--- config.mk ---
export PLATFORM = sky130hd
export DESIGN_NAME = t04_rv32i_datapath
export DESIGN_NICKNAME = d
export VERILOG_FILES = /design/src/rtl/t04_rv32i_datapath.sv
export SDC_FILE = /design/constraint.sdc
export NUM_CORES = 2
export LEC_CHECK = 0
export CELL_PAD_IN_SITES_DETAIL_PLACEMENT = 1
export CELL_PAD_IN_SITES_GLOBAL_PLACEMENT = 2
export CORE_ASPECT_RATIO = 1.75
export CORE_MARGIN = 1.5
export CORE_UTILIZATION = 47
export DETAILED_ROUTE_END_ITERATION = 7
export PLACE_DENSITY = 0.95
export SYNTH_ARGS = -nofsm -noshare
export SYNTH_HDL_FRONTEND = slang
export SYNTH_HIERARCHICAL = 1
export SYNTH_SLANG_ARGS = --single-unit
--- constraint.sdc ---
create_clock -name clk -period 23.8 [get_ports clk]
set_input_delay 7.14 -clock clk [delete_from_list [all_inputs] [get_ports clk]]
set_output_delay 7.14 -clock clk [all_outputs]
set_load 0.02 [all_outputs]
--- src/rtl/t04_rv32i_datapath.sv ---
// ---------------------------------------------------------------------------
// t04_rv32i_datapath
// Multi-cycle RV32I datapath: program counter, instruction register,
// register file, decoder, ALU, branch/jump unit and writeback mux.
// One instruction is executed per i_ack handshake. Loads and stores park in
// MEMWAIT until the memory interface signals d_ack.
//
// Ports
//   clk            system clock, all state updates on the rising edge
//   rst            asynchronous active-low reset
//   i_ack          instruction word valid this cycle (sampled in FETCH)
//   d_ack          data access complete (sampled in MEMWAIT)
//   instruction    fetched instruction word
//   memload        load data, right-aligned to final_address
//   final_address  ALU result; byte address (rs1+imm) for loads/stores
//   mem_store      store data: rs2 masked to byte/half/word by funct3
//
// Parameter
//   RESET_PC       value loaded into the PC on reset
// ---------------------------------------------------------------------------

// Register file: 32 x 32-bit, two combinational read ports, one write port.
// x0 reads as zero and ignores writes.
module t04_rv32i_regfile (
  input  logic        clk,
  input  logic        rst,
  input  logic        we,
  input  logic [4:0]  waddr,
  input  logic [31:0] wdata,
  input  logic [4:0]  raddr1,
  input  logic [4:0]  raddr2,
  output logic [31:0] rdata1,
  output logic [31:0] rdata2
);

  logic [31:0] registers [0:31];

  always_ff @(posedge clk or negedge rst) begin
    if (!rst) begin
      for (int i = 0; i < 32; i++) begin
        registers[i] <= '0;
      end
    end else if (we && (waddr != 5'd0)) begin
      registers[waddr] <= wdata;
    end
  end

  assign rdata1 = (raddr1 == 5'd0) ? 32'd0 : registers[raddr1];
  assign rdata2 = (raddr2 == 5'd0) ? 32'd0 : registers[raddr2];

endmodule

module t04_rv32i_datapath #(
  parameter logic [31:0] RESET_PC = 32'h0000_0000
) (
  input  logic        clk,
  input  logic        rst,
  input  logic        i_ack,
  input  logic        d_ack,
  input  logic [31:0] instruction,
  input  logic [31:0] memload,
  output logic [31:0] final_address,
  output logic [31:0] mem_store
);

  localparam logic [6:0] OPC_LUI    = 7'b0110111;
  localparam logic [6:0] OPC_AUIPC  = 7'b0010111;
  localparam logic [6:0] OPC_JAL    = 7'b1101111;
  localparam logic [6:0] OPC_JALR   = 7'b1100111;
  localparam logic [6:0] OPC_BRANCH = 7'b1100011;
  localparam logic [6:0] OPC_LOAD   = 7'b0000011;
  localparam logic [6:0] OPC_STORE  = 7'b0100011;
  localparam logic [6:0] OPC_OPIMM  = 7'b0010011;
  localparam logic [6:0] OPC_OP     = 7'b0110011;

  typedef enum logic [1:0] {
    FETCH   = 2'd0,
    EXEC    = 2'd1,
    MEMWAIT = 2'd2
  } state_t;

  state_t      state;
  logic [31:0] PC;
  logic [31:0] IR;

  logic [6:0]  opcode;
  logic [2:0]  funct3;
  logic [4:0]  RegD;
  logic [4:0]  rs1_idx;
  logic [4:0]  rs2_idx;

  logic [31:0] imm_i;
  logic [31:0] imm_s;
  logic [31:0] imm_b;
  logic [31:0] imm_u;
  logic [31:0] imm_j;

  logic [31:0] rs1_val;
  logic [31:0] rs2_val;

  logic        is_load;
  logic        is_store;
  logic        is_mem;
  logic        reg_write;
  logic        branch_taken;
  logic        Freeze;
  logic        rf_we;

  logic [31:0] pc_plus4;
  logic [31:0] alu_result;
  logic [31:0] load_ext;
  logic [31:0] write_back_data;
  logic [31:0] next_pc;

  // Field extraction; everything downstream is decoded from the latched IR.
  assign opcode  = IR[6:0];
  assign RegD    = IR[11:7];
  assign funct3  = IR[14:12];
  assign rs1_idx = IR[19:15];
  assign rs2_idx = IR[24:20];

  assign imm_i = {{20{IR[31]}}, IR[31:20]};
  assign imm_s = {{20{IR[31]}}, IR[31:25], IR[11:7]};
  assign imm_b = {{19{IR[31]}}, IR[31], IR[7], IR[30:25], IR[11:8], 1'b0};
  assign imm_u = {IR[31:12], 12'd0};
  assign imm_j = {{11{IR[31]}}, IR[31], IR[19:12], IR[20], IR[30:21], 1'b0};

  t04_rv32i_regfile rf (
    .clk    (clk),
    .rst    (rst),
    .we     (rf_we),
    .waddr  (RegD),
    .wdata  (write_back_data),
    .raddr1 (rs1_idx),
    .raddr2 (rs2_idx),
    .rdata1 (rs1_val),
    .rdata2 (rs2_val)
  );

  // Shared ALU for R-type and I-type arithmetic. alt selects SUB (R-type
  // only) or the arithmetic right shift.
  function automatic logic [31:0] alu_fn(
    input logic [2:0]  f3,
    input logic        alt,
    input logic [31:0] a,
    input logic [31:0] b
  );
    logic [31:0] sra;
    sra = $unsigned($signed(a) >>> b[4:0]);
    case (f3)
      3'b000:  alu_fn = alt ? (a - b) : (a + b);
      3'b001:  alu_fn = a << b[4:0];
      3'b010:  alu_fn = {31'd0, ($signed(a) < $signed(b))};
      3'b011:  alu_fn = {31'd0, (a < b)};
      3'b100:  alu_fn = a ^ b;
      3'b101:  alu_fn = alt ? sra : (a >> b[4:0]);
      3'b110:  alu_fn = a | b;
      default: alu_fn = a & b;
    endcase
  endfunction

  // Instruction class flags. Anything not listed (FENCE, SYSTEM, unknown)
  // falls through as a NOP that only advances the PC.
  always_comb begin
    is_load   = (opcode == OPC_LOAD);
    is_store  = (opcode == OPC_STORE);
    is_mem    = is_load || is_store;
    reg_write = (opcode == OPC_OP)    || (opcode == OPC_OPIMM) ||
                (opcode == OPC_LUI)   || (opcode == OPC_AUIPC) ||
                (opcode == OPC_JAL)   || (opcode == OPC_JALR)  ||
                (opcode == OPC_LOAD);
  end

  // ALU result doubles as the effective address, so the default is
  // rs1+immI which covers loads and JALR.
  always_comb begin
    alu_result = rs1_val + imm_i;
    case (opcode)
      OPC_OP:    alu_result = alu_fn(funct3, IR[30], rs1_val, rs2_val);
      OPC_OPIMM: alu_result = alu_fn(funct3, IR[30] && (funct3 == 3'b101), rs1_val, imm_i);
      OPC_LUI:   alu_result = imm_u;
      OPC_AUIPC: alu_result = PC + imm_u;
      OPC_STORE: alu_result = rs1_val + imm_s;
      default:   alu_result = rs1_val + imm_i;
    endcase
  end

  // Branch condition from funct3; unused encodings never branch.
  always_comb begin
    case (funct3)
      3'b000:  branch_taken = (rs1_val == rs2_val);
      3'b001:  branch_taken = (rs1_val != rs2_val);
      3'b100:  branch_taken = ($signed(rs1_val) <  $signed(rs2_val));
      3'b101:  branch_taken = ($signed(rs1_val) >= $signed(rs2_val));
      3'b110:  branch_taken = (rs1_val <  rs2_val);
      3'b111:  branch_taken = (rs1_val >= rs2_val);
      default: branch_taken = 1'b0;
    endcase
  end

  // Load data is already right-aligned; only width and extension differ.
  always_comb begin
    case (funct3)
      3'b000:  load_ext = {{24{memload[7]}}, memload[7:0]};
      3'b001:  load_ext = {{16{memload[15]}}, memload[15:0]};
      3'b100:  load_ext = {24'd0, memload[7:0]};
      3'b101:  load_ext = {16'd0, memload[15:0]};
      default: load_ext = memload;
    endcase
  end

  // Store data is masked to the access width so the memory side can
  // write it without looking at funct3 again.
  always_comb begin
    case (funct3[1:0])
      2'b00:   mem_store = {24'd0, rs2_val[7:0]};
      2'b01:   mem_store = {16'd0, rs2_val[15:0]};
      default: mem_store = rs2_val;
    endcase
  end

  assign final_address = alu_result;
  assign pc_plus4      = PC + 32'd4;

  // Writeback select: link address for jumps, extended data for loads.
  always_comb begin
    if ((opcode == OPC_JAL) || (opcode == OPC_JALR)) begin
      write_back_data = pc_plus4;
    end else if (is_load) begin
      write_back_data = load_ext;
    end else begin
      write_back_data = alu_result;
    end
  end

  // JALR target uses the pre-write rs1, so rd==rs1 sees the old value.
  always_comb begin
    next_pc = pc_plus4;
    if (opcode == OPC_JAL) begin
      next_pc = PC + imm_j;
    end else if (opcode == OPC_JALR) begin
      next_pc = (rs1_val + imm_i) & ~32'd1;
    end else if ((opcode == OPC_BRANCH) && branch_taken) begin
      next_pc = PC + imm_b;
    end
  end

  // Freeze drops only in the cycle whose closing edge commits the
  // instruction; it is also what gates the register-file write.
  assign Freeze = !(((state == EXEC) && !is_mem) || ((state == MEMWAIT) && d_ack));
  assign rf_we  = !Freeze && ((state == MEMWAIT) ? is_load : reg_write);

  // Sequencer: FETCH waits for i_ack, EXEC commits non-memory ops in one
  // cycle, MEMWAIT holds loads/stores until d_ack.
  always_ff @(posedge clk or negedge rst) begin
    if (!rst) begin
      state <= FETCH;
      PC    <= RESET_PC;
      IR    <= '0;
    end else begin
      case (state)
        FETCH: begin
          if (i_ack) begin
            IR    <= instruction;
            state <= EXEC;
          end
        end
        EXEC: begin
          if (is_mem) begin
            state <= MEMWAIT;
          end else begin
            PC    <= next_pc;
            state <= FETCH;
          end
        end
        MEMWAIT: begin
          if (d_ack) begin
            PC    <= pc_plus4;
            state <= FETCH;
          end
        end
        default: state <= FETCH;
      endcase
    end
  end

endmodule

==> Word level (Yosys, flattened, before mapping) <==
Cells that the tools add are included.
{ "totals": {"ff_bits": 1090, "latch_bits": 0, "mem_bits_rw": 0, "romBits": 0, "elab_cells": 154, "memories": 0} }
{ "classes": {"add_sub_neg": 9, "multipliers": 0, "div": 0, "magnitude_cmp": 10, "n_eq_ne": 24, "shift": 6, "muxes": 34, "bitwise": 9, "n_reduce_logical": 27} }
{ "op_table": {"columns": ["cell", "count"], "rows": [
  ["$bwmux 1024", 1],
  ["$mux 32", 18],
  ["$pmux 32 s7", 2],
  ["$bmux 32 s5", 2],
  ["$add 32x32->32", 6],
  ["$demux 32 s5", 1],
  ["$pmux 32 s5", 1],
  ["$pmux 32 s2", 2],
  ["$pmux 32 s4", 1],
  ["$lt 32x32->1", 3],
  ["$and 32x32->32", 2],
  ["$ge 32x32->1", 2],
  ["$or 32x32->32", 2],
  ["$shl 32x5->32", 2],
  ["$shr 32x5->32", 2],
  ["$sshr 32x5->32", 2],
  ["$sub 32x32->32", 2],
  ["$xor 32x32->32", 2],
  ["$add 32x3->32 const B", 1],
  ["$eq 32x32->1", 1],
  ["$lt 32x12->1", 1],
  ["$ne 32x32->1", 1],
  ["$eq 7x6->1 const B", 3],
  ["$eq 7x7->1 const B", 3],
  ["25 further kinds", 56]
]} }

==> Logic depth before layout (Yosys ltp) <==
{ "logic_depth": {"ltp_word": 13, "ltp_mapped": 29, "mapped_depth_nobuf": 18} }

==> Hierarchy <==
The synthesis kept the hierarchy.
{ "modules_own_cells": {"columns": ["mod", "n_inst", "cells_per_inst", "area_each_um2", "seq_area_each_um2"], "rows": [
  ["t04_rv32i_regfile", 1, 3667, 54478.5, 25624.6],
  ["t04_rv32i_datapath", 1, 3927, 27547.7, 1626.6]
]} }

==> Least setup slack after synthesis <==
Ideal clock, no wire load.
{ "synth_timing": {"kind": "register to output", "startpoint": "reg IR[21]", "endpoint": "out final_address[28]", "t_arrival_ps": 6604, "t_required_ps": 16660, "setup_slack_ps": 10056, "stages_incl_launch_ff": 27, "path_buffers": 11, "path_cell_list": "dfrtp_1 buf_4 buf_6 buf_4 and2_1 clkbuf_1 clkbuf_1 a22oi_1 a21oi_1 nor4_1 clkbuf_1 clkbuf_1 inv_1 clkbuf_1 clkbuf_1 clkbuf_1 ha_1 clkbuf_1 and3_1 a221o_1 o211ai_1 a211oi_1 o21ai_0 o31ai_1 xnor2_1 or4_1 a21oi_1"} }
{ "synth_between": {"elab_chain_len": 9, "elab_cells_between_ends": 27, "classes_between": "5 x add/sub; 6 x shift; 11 x mux; 4 x bitwise; 1 x reduce/logical"} }
{ "synth_rtl": {"columns": ["element", "line", "source"], "rows": [
  ["start: declaration", "84", "logic [31:0] IR;"],
  ["start signal: assignment", "264", "IR <= instruction;"],
  ["$not 5->6 (not written as such)", "49", "assign rdata2 = (raddr2 == 5'd0) ? 32'd0 : registers[raddr2];"],
  ["$bmux 32 s5", "49", null],
  ["$mux 32 (not written as such) (2 in series)", "49", null],
  ["$mux 32", "49", null],
  ["$add 32x32->32 (tied with other cells)", "151", "3'b000: alu_fn = alt ? (a - b) : (a + b);"],
  ["$mux 32 (on tied branches)", "151, 156", null],
  ["$pmux 32 s7", "150", "case (f3)"],
  ["$pmux 32 s5 (*)", "178", "case (opcode)"],
  ["end: declaration", "62", "output logic [31:0] final_address,"]
]} }
Every way passes the cells marked *; elsewhere a longest branch is shown, timed or not. The select of a mux whose other input is x is not followed.

==> Final worst setup path <==
{ "layout_timing": {"startpoint": "reg IR[15]", "endpoint": "out final_address[29]"} }
{ "layout_between": {"elab_chain_len": 9, "elab_cells_between_ends": 31, "classes_between": "6 x add/sub; 6 x shift; 11 x mux; 7 x bitwise; 1 x reduce/logical"} }
{ "layout_rtl": {"columns": ["element", "line", "source"], "rows": [
  ["$not 5->6 (not written as such)", "48", "assign rdata1 = (raddr1 == 5'd0) ? 32'd0 : registers[raddr1];"],
  ["$bmux 32 s5", "48", null],
  ["$mux 32 (not written as such) (2 in series)", "48", null],
  ["$mux 32 (*)", "48", null],
  ["via rs1_val[6]", "98", "logic [31:0] rs1_val;"],
  ["$add 32x32->32 (tied with other cells)", "151, 184", null],
  ["$mux 32 (on tied branches)", "151, 156", null],
  ["$pmux 32 s7", "150", null],
  ["$pmux 32 s5 (*)", "178", null]
]} }
The timed path passes the listed nets; every way through them passes the cells marked *. The select of a mux whose other input is x is not followed.

==> flow_summary.rst <==
.. list-table::
   :header-rows: 1

   * - Metric
     - Value
   * - Status
     - complete, but fails checks
   * - Violations in the final reports
     - design-rule violations, max-capacitance violations, max-slew violations
   * - Class of the most critical hold timing path
     - reg -> reg
   * - Wire length per cell after detailed routing
     - 49.0 µm
   * - Data required time of the critical path
     - 16.66 ns
   * - Post-CTS setup-driven buffer insertion count
     - 0
   * - Slew @ Worst Pin
     - 1.69 ns
   * - Number of standard cells in the layout, taps in and fillers out
     - around 10,000
   * - Die width
     - roughly 320 µm
   * - Number of warning messages in the yosys log
     - 6
   * - Clock sink count
     - 1,089
   * - Drt total wl
     - 475,000 µm
   * - Final worst-path cycle share
     - 0.765
   * - Number of distinct standard cells referenced by the synthesized netlist
     - 94
   * - Effective utilization at floorplan
     - 0.474
   * - Overall via count from detail_route
     - 78,100
   * - Fraction of final layout cells sized beyond drive strength 1
     - 0.303
   * - Via/cell ratio
     - roughly 8.0
   * - Instance count after placement with tap cells included
     - around 9,500
   * - Wire length of the first global-routing pass
     - about 660,000 µm
   * - Number of antenna violations at the first check in global routing
     - 34
   * - H-Tree Depth
     - 3
   * - Cell at the slowest stage of the critical path
     - xnor2_1
   * - Post-Syn Area
     - 82,000 µm²
   * - Element type at the critical path end
     - output port
   * - Rel. slew slack
     - -0.136
   * - Worst setup path category
     - reg -> out
   * - CTS hold repair buffers
     - 0
   * - Max-slew violation total from the final report
     - 57
   * - Drc violations
     - 4
   * - CP cell instances
     - buf_4 -> buf_4 -> mux4_2 -> a22o_1 -> a2111oi_0 -> nor3_2 -> buf_4 -> inv_1 -> ha_1 -> nor3b_1 -> o311ai_0 -> nand3_1 -> a2111oi_0 -> a21oi_1 -> o2111ai_1 -> a31oi_1 -> xnor2_1 -> a221oi_1 -> a21oi_1 -> clkdlybuf4s50_1
   * - Root Buffer Master
     - clkbuf_16
   * - Row count
     - 202
   * - Most used flip-flop cell after synthesis
     - dfrtp_1
   * - Total Routing Usage GR
     - 0.532
   * - Comb power frac
     - 0.536
   * - Switching fraction of total power
     - 0.501
   * - Maximum capacitance violations
     - 10
   * - Fin Setup TNS
     - 0 ns
   * - Worst endpoint data arrival time
     - roughly 11 ns
   * - Source-to-sink clock delay at the later pin of the worst-skew pair
     - 0.82 ns
   * - Core Footprint
     - between 150,000 and 200,000 µm²
   * - Count of mapped cells out of synthesis
     - 7,594
   * - Total net switching power
     - 4460 µW
   * - Number of synthesized flops with an enable pin
     - 0
   * - Quantity of gates resized following cts
     - 0
   * - Slowest stage delay, CP
     - 1.24 ns
   * - GR Overflow Total
     - 0
   * - Sort of element at the start of the critical path
     - flop
   * - Overall die height
     - roughly 560 µm
   * - Clock skew after layout
     - just under 0.08 ns
   * - Vias in the first global route
     - 81,300
   * - Worst IR Drop VDD
     - 0.0934 mV
   * - NumNets Final
     - 7,679
   * - Proportion of synthesized chip area in sequential cells
     - 0.332
   * - Post-Synthesis Net Count
     - 7,924
   * - Iteration-0 DRC count of the detailed router
     - 11,100
   * - CTS buffer count
     - roughly 100
   * - RSZ-0062 raised after global routing
     - false
   * - Clock transition at path regs
     - around 0.07 ns
   * - Internal Pwr Total
     - 4440 µW
   * - Largest net degree at the start of global routing
     - 195
   * - Boundary pin count
     - roughly 130
   * - Detailed Routing Iterations Pass 1
     - 8
   * - Synthesized area per cell
     - 10.8 µm²
   * - CTS max path bufs
     - 3
   * - DPL Wire Length
     - between 300,000 and 400,000 µm
   * - Routability congestion estimate
     - 1.10
   * - Design Power
     - 8900 µW
   * - PortBufs
     - 131
   * - Leak pwr
     - 0.0389 µW
   * - Power density normalized to cell area
     - 99.4 nW/µm²
   * - Fraction of power consumed by sequential logic
     - 0.249
   * - Family of cells with the greatest summed delay on the critical path
     - compound AO/OA/AOI/OAI gates
   * - Synthesis-to-finish area growth
     - 9.17%
   * - Number of register bits inferred by synthesis
     - 1,089
   * - Full die area
     - approximately 180,000 µm²
   * - Max FO, Critical Path
     - just over 40
   * - Min Tclk post-route
     - 18.21 ns
   * - Relative contribution of the clock network to total power
     - 0.214
   * - Final hold violations
     - 0
   * - Setup violators final
     - 0
   * - TritonCTS clock tree
     - yes
   * - Share of async-settable or async-resettable flops after synthesis
     - 1.00
   * - Post-detailed-route count of antenna-violating nets
     - 0
   * - Buf/Inv on CP
     - 5
   * - Highest achievable clock rate
     - 54.9 MHz
   * - Most frequent cell on the critical path
     - buf_4
placed cells by master, fill, tap and decap left out, drive strengths merged, types with 73 or more instances in the layout:
master | Yosys | routed
mux2i | 356 | 356
mux4 | 514 | 514
nor3 | 132 | 132
nor2 | 417 | 417
a21o | 79 | 79
a21oi | 449 | 449
a22oi | 91 | 91
dfrtp | 1089 | 1089
mux2 | 1091 | 1091
nand3 | 87 | 87
clkbuf | 494 | 134
inv | 154 | 160
o21ai | 324 | 324
buf | 276 | 289
ha | 254 | 254
nor2b | 73 | 73
o22ai | 93 | 93
xnor2 | 111 | 111
nand2 | 387 | 387
a211oi | 127 | 127
clkdlybuf4s50 | 0 | 130
synthesized netlist by cell type (61+ instances only):
master | number | area share
mux2i_1 | 356 | 0.043
nor3_1 | 132 | 0.0081
ha_1 | 254 | 0.039
mux2_2 | 1085 | 0.15
buf_2 | 100 | 0.0061
o22ai_1 | 93 | 0.0071
xnor2_1 | 111 | 0.012
a21o_1 | 79 | 0.0072
buf_1 | 106 | 0.0049
xor2_1 | 62 | 0.0066
nand2_1 | 387 | 0.018
nor2b_1 | 73 | 0.0056
a22oi_1 | 91 | 0.0083
a31oi_1 | 61 | 0.0047
mux4_2 | 514 | 0.14
inv_1 | 142 | 0.0065
nor2_1 | 416 | 0.019
a211oi_1 | 127 | 0.012
o221ai_1 | 69 | 0.0074
nand3_1 | 87 | 0.0053
clkbuf_1 | 492 | 0.023
o21ai_0 | 322 | 0.020
dfrtp_1 | 1089 | 0.33
a21oi_1 | 449 | 0.027
a22o_1 | 68 | 0.0073
cells by family (layout without fill, tap and decap cells):
kind of cell	Yosys count	after routing	synth area share
flops	1089	1089	0.332
buf+inv	927	765	0.0484
fa+ha+maj	262	262	0.0407
mux	1961	1961	0.334
simple gates	1353	1353	0.0765
xor+xnor	173	173	0.0185
other cells	0	33	0
compound gates	1829	1829	0.149
worst reg2reg max path: stages (launching register included):
cell       delay, ns
dfrtp_4         1.04
buf_4           0.70
buf_4           0.85
mux4_2          0.61
a22o_1          0.26
a2111oi_0       0.83
nor3_2          0.23
buf_4           0.25
inv_1           0.48
ha_1            0.45
nor4_1          0.60
nand2_1         0.10
o211ai_1        0.39
o211ai_1        0.20
a21boi_0        0.81
a211o_1         0.29
xnor2_1         0.09
nor2_1          0.69
o21a_1          1.19
mux2_2          0.41
final timing paths:
path / endpoint / slack (ns) / cells after the start / from
max in group asynchronous: rf/registers[301]$_DFFE_PN0P_ / 13.84 / 4 / rst
worst max-delay path: final_address[29] / 5.59 / 20 / IR[15]$_DFFE_PN0P_
worst min register to register: rf/registers[1007]$_DFFE_PN0P_ / 0.42 / 0 / rf/registers[1007]$_DFFE_PN0P_
min in group asynchronous: rf/registers[3]$_DFFE_PN0P_ / 6.38 / 1 / rst
worst max register to register: rf/registers[30]$_DFFE_PN0P_ / 13.27 / 19 / IR[15]$_DFFE_PN0P_
worst min-delay path: rf/registers[1007]$_DFFE_PN0P_ / 0.42 / 0 / rf/registers[1007]$_DFFE_PN0P_
final cells by class:
type | instances | area [µm²]
diodes | 33 | 82.6
clock buffers | 134 | 2880
clock inverters | 54 | 798
fillers | 17700 | 83600
inverters | 157 | 589
multi-input cells | 5578 | 51500
flip-flops and latches | 1089 | 27300
well taps | 2244 | 2810
repair buffers | 420 | 3580
state kept, by name, summed over array words and instances (netlist names):
| name | flops |
|---|---|
| state | 2 |
| IR | 32 |
| rf/registers | 1024 |
| PC | 31 |
metrics by stage:
| step | setup slack, ns | hold WS (ns) | util | instance area (µm²) |
|---|---|---|---|---|
| global route | 5.37 | 0.415 | 0.517 | 89500 |
| floorplan | 10.06 | 0.441 | - | 82000 |
| detailed placement | 7.14 | 0.389 | 0.495 | 85700 |
| finish | 5.59 | 0.418 | 0.517 | 89500 |
| global placement | 7.28 | 0.380 | 0.495 | 85700 |
| CTS | 6.24 | 0.411 | 0.516 | 89400 |
power by group through the flow:
stage	clock network [µW]	registers, µW	logic [µW]
2_1_floorplan	0	2110	2580
3_3_place_gp	0	2190	4320
3_5_place_dp	0	2220	4410
4_1_cts	1900	2200	4480
5_1_grt	1960	2220	4820
6_report	1910	2220	4770
metal layers:
layer | track usage | vias to the layer above | routed length, µm
li1 | - | 28400 | -
met1 | 0.558 | 39400 | 149000
met2 | 0.803 | 7220 | 210000
met3 | 0.184 | 3028 | 53200
met4 | 0.567 | 22 | 63000
met5 | 0.00549 | - | 192
No activity file was read; power rests on OpenSTA's default activity.
